==> config.mk <==
export PLATFORM = sky130hd
export DESIGN_NAME = led_scan
export DESIGN_NICKNAME = d
export VERILOG_FILES = /design/src/rtl/led_scan.sv
export SDC_FILE = /design/constraint.sdc
export NUM_CORES = 1
export LEC_CHECK = 0
export ABC_AREA = 1
export ABC_CLOCK_PERIOD_IN_PS = 5800
export CORE_MARGIN = 2
export CORE_UTILIZATION = 28
export DETAILED_ROUTE_END_ITERATION = 12
export SYNTH_ARGS = -nofsm -noshare
export SYNTH_HDL_FRONTEND = slang
export SYNTH_SLANG_ARGS = --single-unit
==> constraint.sdc <==
create_clock -name gclk -period 5.8 [get_ports gclk]
set_clock_uncertainty 0.2 [all_clocks]
set_input_delay 1.16 -clock gclk [delete_from_list [all_inputs] [get_ports gclk]]
set_output_delay 1.16 -clock gclk [all_outputs]
set_load 0.02 [all_outputs]
==> src/rtl/led_scan.sv <==
// -----------------------------------------------------------------------------
// led_scan -- four-digit multiplexed seven-segment display driver
//
// Scans four hex digits onto a common-anode display. Each digit owns a slot of
// 2^DIV_WIDTH gclk cycles. The first DEAD cycles of every slot keep all anodes
// off so that segment changes cannot ghost onto the neighbouring digit.
// New digit values are written into a pending register at any time. They are
// copied into the display register only at a frame boundary, so one frame
// never mixes old and new values.
//
// Parameters
//   DIV_WIDTH  prescaler width; slot length = 2^DIV_WIDTH cycles (3..24)
//   DEAD       anode-off cycles at the start of each slot (0..2^DIV_WIDTH-1)
//
// Ports
//   gclk     in   1   clock; all state changes on its rising edge
//   rst      in   1   synchronous reset, active low
//   data     in  16   four hex digits, digit k = data[4k+3:4k]
//   dp       in   4   decimal point per digit, 1 = lit
//   blank    in   4   per-digit blank, 1 = digit dark (dp included)
//   data_we  in   1   write strobe; captures data/dp/blank this cycle
//   frame    out  1   one-cycle pulse in the cycle after each frame boundary
//   led      out 12   [11:8] anodes digit3..0, [7:0] {dp,g..a}; all active low
// -----------------------------------------------------------------------------
module led_scan #(
    parameter int DIV_WIDTH = 16,
    parameter int DEAD      = 4
) (
    input  logic        gclk,
    input  logic        rst,
    input  logic [15:0] data,
    input  logic [3:0]  dp,
    input  logic [3:0]  blank,
    input  logic        data_we,
    output logic        frame,
    output logic [11:0] led
);

    // -------------------------------------------------------------------------
    // Elaboration-time parameter guards
    // -------------------------------------------------------------------------
    if (DIV_WIDTH < 3 || DIV_WIDTH > 24) begin : g_bad_div_width
        $error("led_scan: DIV_WIDTH must be in 3..24");
    end

    if (DEAD < 0 || DEAD > ((1 << DIV_WIDTH) - 1)) begin : g_bad_dead
        $error("led_scan: DEAD must be in 0..2^DIV_WIDTH-1");
    end

    // -------------------------------------------------------------------------
    // State
    // -------------------------------------------------------------------------
    logic [DIV_WIDTH-1:0] r_cnt;
    logic [1:0]           r_idx;
    logic                 r_frame;
    logic [11:0]          r_led;

    logic [15:0]          r_pend_data;
    logic [3:0]           r_pend_dp;
    logic [3:0]           r_pend_blank;

    logic [15:0]          r_disp_data;
    logic [3:0]           r_disp_dp;
    logic [3:0]           r_disp_blank;

    // -------------------------------------------------------------------------
    // Combinational helpers
    // -------------------------------------------------------------------------
    logic                 w_tick;
    logic                 w_boundary;
    logic                 w_dead;
    logic [3:0]           w_anode_n;
    logic [3:0]           w_nib_arr [4];
    logic [3:0]           w_nib;
    logic                 w_dp_sel;
    logic                 w_blank_sel;
    logic [6:0]           w_seg;
    logic [11:0]          w_led_next;

    // The prescaler wraps by natural overflow; tick marks the last slot cycle.
    assign w_tick     = &r_cnt;
    assign w_boundary = w_tick && (r_idx == 2'd3);

    // Dead-time window at the start of each slot. With DEAD = 0 the window is
    // empty and the comparison is removed entirely.
    if (DEAD == 0) begin : g_no_dead
        assign w_dead = 1'b0;
    end else begin : g_dead
        localparam logic [DIV_WIDTH-1:0] DEAD_CNT = DIV_WIDTH'(DEAD);
        assign w_dead = (r_cnt < DEAD_CNT);
    end

    // One anode per digit: low only when this digit is being scanned and the
    // slot is past its dead time.
    for (genvar gi = 0; gi < 4; gi++) begin : g_digit
        assign w_anode_n[gi] = w_dead || (r_idx != 2'(gi));
        assign w_nib_arr[gi] = r_disp_data[4*gi +: 4];
    end

    assign w_nib       = w_nib_arr[r_idx];
    assign w_dp_sel    = r_disp_dp[r_idx];
    assign w_blank_sel = r_disp_blank[r_idx];

    // Hex to active-high gfedcba
    always_comb begin
        w_seg = 7'h00;
        case (w_nib)
            4'h0:    w_seg = 7'h3F;
            4'h1:    w_seg = 7'h06;
            4'h2:    w_seg = 7'h5B;
            4'h3:    w_seg = 7'h4F;
            4'h4:    w_seg = 7'h66;
            4'h5:    w_seg = 7'h6D;
            4'h6:    w_seg = 7'h7D;
            4'h7:    w_seg = 7'h07;
            4'h8:    w_seg = 7'h7F;
            4'h9:    w_seg = 7'h6F;
            4'hA:    w_seg = 7'h77;
            4'hB:    w_seg = 7'h7C;
            4'hC:    w_seg = 7'h39;
            4'hD:    w_seg = 7'h5E;
            4'hE:    w_seg = 7'h79;
            default: w_seg = 7'h71;
        endcase
    end

    // Blanking darkens segments and dp but leaves the anode timing alone, so
    // the per-digit duty cycle stays identical whether a digit is lit or not.
    always_comb begin
        w_led_next = {w_anode_n, 8'hFF};
        if (!w_blank_sel) begin
            w_led_next[7:0] = {~w_dp_sel, ~w_seg};
        end
    end

    // -------------------------------------------------------------------------
    // Scan counters and frame pulse
    // -------------------------------------------------------------------------
    always_ff @(posedge gclk) begin
        if (!rst) begin
            r_cnt   <= '0;
            r_idx   <= 2'd0;
            r_frame <= 1'b0;
        end else begin
            r_cnt   <= r_cnt + 1'b1;
            r_frame <= w_boundary;
            if (w_tick) begin
                r_idx <= r_idx + 2'd1;
            end
        end
    end

    // -------------------------------------------------------------------------
    // Pending / display registers
    // -------------------------------------------------------------------------
    always_ff @(posedge gclk) begin
        if (!rst) begin
            r_pend_data  <= 16'h0000;
            r_pend_dp    <= 4'h0;
            r_pend_blank <= 4'h0;
        end else if (data_we) begin
            r_pend_data  <= data;
            r_pend_dp    <= dp;
            r_pend_blank <= blank;
        end
    end

    // A write landing in the boundary cycle bypasses pending, otherwise it
    // would be parked for a whole extra frame behind a stale value.
    always_ff @(posedge gclk) begin
        if (!rst) begin
            r_disp_data  <= 16'h0000;
            r_disp_dp    <= 4'h0;
            r_disp_blank <= 4'h0;
        end else if (w_boundary) begin
            if (data_we) begin
                r_disp_data  <= data;
                r_disp_dp    <= dp;
                r_disp_blank <= blank;
            end else begin
                r_disp_data  <= r_pend_data;
                r_disp_dp    <= r_pend_dp;
                r_disp_blank <= r_pend_blank;
            end
        end
    end

    // -------------------------------------------------------------------------
    // Registered pin drive
    // -------------------------------------------------------------------------
    always_ff @(posedge gclk) begin
        if (!rst) begin
            r_led <= 12'hFFF;
        end else begin
            r_led <= w_led_next;
        end
    end

    assign frame = r_frame;
    assign led   = r_led;

endmodule

==> flow_summary.toml, run 1 <==
[die]
coreArea_um2 = 13140
dieArea_um2 = 14310
num_rows = 42
die_w_um = 119.6
die_h_um = 119.6
start_util = 0.2850
ioPinCount = 40

[placement]
dp.final_hpwl_um = 5470
dp_cells = 712
portBuffers = 39
placed_area_um2 = 4199
dpl_worst_slack_ps = 2229
gp_congestion = 0.8432

[timing]
worst_pin_slew_ps = 1030
max-slew-margin-rel = 0.3131
period_share = 0.5551
setup_viol = 0
tns_ps = 0
max_freq_ghz = 0.3106
layout_min_cycle_time_ps = 3219
setup_slack_ps = 2581
slew_viol_final = 0
rsz0062_at_grt = "no"
hold_violations = 0

[cells_and_area]
syn2layout_area_growth_pct = 20.41
n_antenna_cell = 0
nets = 585
drive_gt1_frac = 0.05616
final_common_cell = "nand2_1"
fin_cells = 728
design_area_um2 = 4509
layout_common_cells = "123 x nand2_1, 79 x dfxtp_1, 70 x inv_1"

[logic_synthesis]
synth_top_area_frac = 0.4223
synth_cells = 518
avgSynthCellArea_um2 = 7.229
synthTopCellsByArea = "dfxtp_1 42%, nand2_1 12%, nand3_1 7.6%, inv_1 7.0%, a21oi_1 5.6%"
synth-seq-area-share = 0.4223
ys_warn_count = 0
netlist_area_um2 = 3745
yosys.area.top_type = "dfxtp_1"
synth_nets = 556
synth-seq-cells = 79
yosysUniqueCellTypes = 29

[setup_path]
crit_required_ps = 5880
r2r_end = "r_disp_data[9]$_SDFFE_PN0P_"
arrival_ps = 3300
crit_fanout = 39
start_kind = "input port"
cp-end-kind = "flop"
path_class = "input port to flop"
r2r_setup_slack_ps = 2920
r2r-start = "r_idx[0]$_SDFFE_PN0P_"
ff2ff_path_depth = 4

[grt]
antenna_found_initial = 0
grt_use_total = 0.1132
gr-total-overflow = 0
grt_max_degree = 49
grt_pass1_wl_um = 13290
grt_pass1_vias = 2955

[power]
p_int_w = 0.0009551
total_power_w = 0.001218
combPwrFrac = 0.065
leakage_nw = 1.880
share_seq_of_total_power = 0.463
powerDensity_nw_per_um2 = 270.2
ir_worst_vdd_v = 0.0001143
power_switching_w = 0.0002632
clock_power_share = 0.472
switching_share = 0.2160

[drt]
dr_total_vias = 3205
wl_per_cell_um = 10.64
wirelength_um = 7744
vias_per_cell = 4.402
drt-initial-drc-count = 173
drc = 0
drtAntennaViolNets = 0
drt_first_pass_iters = 5

[job]
drv_cap = 0

[clocking]
root_buffer = "clkbuf_16"
cts_tree = "done"
path_clk_slew_ps = 60
clk_latency_ps = 330
clock_path_buffers = 2
cts-hold-fix-buffers = 0
postCtsResizedCells = 0
cts_htree_levels = 3
clkSinkCount = 79
cts_buffers = 9
postCtsSetupRepairBufs = 0

[worst_hold_path]
hp-start = "r_cnt[0]$_SDFF_PN0_"
hold_path.class = "flop to flop"
worstHoldPathCells = 1
hold_path_end = "r_cnt[0]$_SDFF_PN0_"

[status]
status = "finished clean"
worst max path at each step:
stage,from,to,slack [ps],cells after the start
2_1_floorplan,data_we,r_disp_data[0]$_SDFFE_PN0P_,3670,5
3_3_place_gp,rst,r_cnt[4]$_SDFF_PN0_,2260,5
3_5_place_dp,rst,r_cnt[4]$_SDFF_PN0_,2230,5
4_1_cts,rst,r_cnt[4]$_SDFF_PN0_,2550,5
5_1_grt,rst,r_cnt[4]$_SDFF_PN0_,2370,5
6_report,rst,r_cnt[4]$_SDFF_PN0_,2580,5
worst max-delay path, stage by stage:
cell	delay [ps]
clkdlybuf4s50_1	720
clkinv_1	620
buf_4	490
a21oi_1	170
o21a_1	130
layout make-up:
cell class,count,area [µm²]
clock buffer,12,256.5
clock inverter,4,53.80
fill,1438,8628
inverter,73,274.0
multi-input combinational,343,1718
sequential,79,1582
tap,176,220.2
timing repair buffer,41,405.4
sequential cells by signal, indices dropped and copies added (netlist names):
signal        cells
r_pend_dp         4
r_disp_data      16
r_disp_blank      4
r_pend_data      16
r_idx             2
frame             1
r_cnt            16
led              12
r_disp_dp         4
r_pend_blank      4
cells by family after synthesis:
logic type               Yosys count  synth area share
AND/OR/NAND/NOR                  252            0.2974
buffers and inverters             96            0.1189
AO/OA/AOI/OAI                     80            0.1246
flip-flops                        79            0.4223
adder cells (fa/ha/maj)           11           0.03675
power by group through the flow:
stage	Sequential [W]	Clock (W)	Combinational, W
finish	0.000564	0.000575	0.0000797
global route	0.000565	0.000610	0.0000901
CTS	0.000564	0.000588	0.0000810
detailed placement	0.000576	0	0.0000807
global placement	0.000575	0	0.0000791
floorplan	0.000578	0	0.0000478
routing by layer:
layer | vias up | global-route usage | part of all wire
met5 | - | 0 | 0
met4 | 0 | 0.03750 | 0.017
met1 | 1421 | 0.1466 | 0.49
met2 | 78 | 0.1782 | 0.44
li1 | 1690 | - | -
met3 | 16 | 0.03660 | 0.056
synthesized netlist by cell type:
cell        n
o21a_1     25
dfxtp_1    79
a21oi_1    42
o21ai_0    11
nor4_1      2
buf_2       8
inv_1      70
nor2_1     51
buf_4       2
buf_8       2
nand4_1     4
nor2_2      2
inv_2       2
clkbuf_1    6
nand3_2     1
nor2_8      1
clkinv_1    1
nand3_1    57
buf_6       2
nand3b_1    2
a22oi_1     1
nor3_1      1
ha_1       11
a31oi_1     1
nand2_1   123
nand2_2     3
nand2_4     2
nor2_4      3
clkbuf_8    3
stage by stage:
step / utilization / hold slack [ps]
final: 0.3432 / 268.2
after global routing: 0.3432 / 285.6
after CTS: 0.3432 / 266.0
after detailed placement: 0.3196 / 257.1
after global placement: 0.3196 / 253.4
after floorplan: - / 229.7
Power figures use the tool's default switching activity.
==> run 2: changes to the inputs <==
ABC_CLOCK_PERIOD_IN_PS = 2800   (was 5800)
clock period = 2.8 ns   (was 5.8 ns; I/O delays follow)
==> run 2 against run 1 <==
Effect of this change: setup slack got worse by 1900 ps; total power increased by 94%; utilization decreased by 0.17 points; flip-flop and latch count unchanged; hold slack got worse by 5.3 ps.
==> flow_summary.toml, run 2 (synthesis results as in run 1) <==
[clocking]
path_clk_slew_ps = 60
postCtsResizedCells = 0
cts_tree = "done"
clock_path_buffers = 2
cts_htree_levels = 3
cts_buffers = 9
cts-hold-fix-buffers = 0
postCtsSetupRepairBufs = 0
clkSinkCount = 79
root_buffer = "clkbuf_16"
clk_latency_ps = 340

[grt]
antenna_found_initial = 0
grt_use_total = 0.1166
grt_max_degree = 61
grt_pass1_vias = 2951
gr-total-overflow = 0
grt_pass1_wl_um = 13390

[drt]
drtAntennaViolNets = 0
vias_per_cell = 4.339
drt-initial-drc-count = 119
dr_total_vias = 3163
drt_first_pass_iters = 4
drc = 0
wirelength_um = 7761
wl_per_cell_um = 10.65

[cells_and_area]
drive_gt1_frac = 0.05967
n_antenna_cell = 0
final_common_cell = "nand2_1"
syn2layout_area_growth_pct = 19.81
final.fill_count = 1455
layout_common_cells = "123 x nand2_1, 79 x dfxtp_1, 70 x inv_1"
fin_cells = 729
multi_input_area_um2 = 1718
nets = 588
seq_area_um2 = 1582
top_regs = "r_cnt: 16 flops, r_disp_data: 16 flops, r_pend_data: 16 flops"
design_area_um2 = 4487

[placement]
gp_congestion = 0.7696
dpl_worst_slack_ps = 628.8
placed_area_um2 = 4234
dp_cells = 715
portBuffers = 39
dp.final_hpwl_um = 5357

[die]
coreArea_um2 = 13140
start_util = 0.2850
num_rows = 42
die_w_um = 119.6
dieArea_um2 = 14310
ioPinCount = 40
die_h_um = 119.6

[timing]
setup_viol = 0
setup_slack_ps = 698.2
slew_viol_final = 0
hold_violations = 0
rsz0062_at_grt = "no"
period_share = 0.7506
max-slew-margin-rel = 0.5190
max_freq_ghz = 0.4758
worst_pin_slew_ps = 714.0
layout_min_cycle_time_ps = 2102
tns_ps = 0

[job]
drv_cap = 0

[power]
leakage_nw = 1.882
powerDensity_nw_per_um2 = 527.4
ir_worst_vdd_v = 0.0002328

[setup_path]
r2r_end = "led[1]$_SDFF_PP1_"
timing.critical_path.max_delay_family = "simple AND/OR/NAND/NOR gates"
r2r_setup_slack_ps = 700
cpMaxStageDelayCell = "dfxtp_1"
ff2ff_path_depth = 8
cpPeakStageDelay_ps = 550
path_cells = "inv_1, nand3_1, nand2_1, ha_1, nand3_1, nor2_1, nor2_1, nand2_1"
r2r-start = "r_idx[1]$_SDFFE_PN0P_"
crit_fanout = 12
path_class = "flop to flop"
crit_required_ps = 2830
path_buf_inv = 1
start_kind = "flop"
cp-end-kind = "flop"
arrival_ps = 2130
startpoint = "r_idx[1]$_SDFFE_PN0P_"

[worst_hold_path]
hold_path_end = "r_disp_data[9]$_SDFFE_PN0P_"
hold_path.class = "flop to flop"
hp-start = "r_disp_data[9]$_SDFFE_PN0P_"
worstHoldPathCells = 2

[status]
status = "finished clean"
run 2: layout make-up:
type / instances / area share
clock buffer: 9 / 0.05020
clock inverter: 5 / 0.006135
inverter: 73 / 0.06107
multi-input combinational: 343 / 0.3829
sequential: 79 / 0.3525
tap: 176 / 0.04908
timing repair buffer: 44 / 0.09816
run 2: stage by stage:
stage	hold WS (ps)	total power [W]	utilization
4_1_cts	264.1	0.002398	0.3415
6_report	262.9	0.002366	0.3415
3_3_place_gp	241.8	0.001360	0.3223
3_5_place_dp	254.5	0.001364	0.3223
5_1_grt	280.4	0.002480	0.3415
2_1_floorplan	229.7	0.001296	-
run 2: power breakdown:
part | internal [W] | switching [W] | leakage, nW | total (W)
Sequential | 0.00116 | 0.0000109 | 0.646 | 0.00117
Combinational | 0.0000843 | 0.0000848 | 1.11 | 0.000169
Clock | 0.000583 | 0.000447 | 0.127 | 0.00103
Total | 0.00182 | 0.000542 | 1.88 | 0.00237
run 2: worst max path at each step:
stage,to,slack (ps),cells past startpoint
CTS,led[3]$_SDFF_PP1_,700,8
detailed placement,r_disp_data[7]$_SDFFE_PN0P_,630,5
floorplan,led[0]$_SDFF_PP1_,870,12
global placement,r_disp_data[12]$_SDFFE_PN0P_,640,6
global route,led[5]$_SDFF_PP1_,480,9
finish,led[1]$_SDFF_PP1_,700,8
run 2: worst reg2reg max path, delay by kind of cell, from the launching register on:
family / cells / cell delay, ps
buffers and inverters: 1 / 250
flip-flops: 1 / 550
adder cells (fa/ha/maj): 1 / 360
AND/OR/NAND/NOR: 6 / 640
run 2: per-layer routing:
layer | part of all wire | up-vias | GRT usage
met4 | 0.013 | 0 | 0.03676
met3 | 0.050 | 10 | 0.04610
met5 | 0 | - | 0
li1 | - | 1693 | -
met1 | 0.51 | 1418 | 0.1482
met2 | 0.42 | 42 | 0.1814
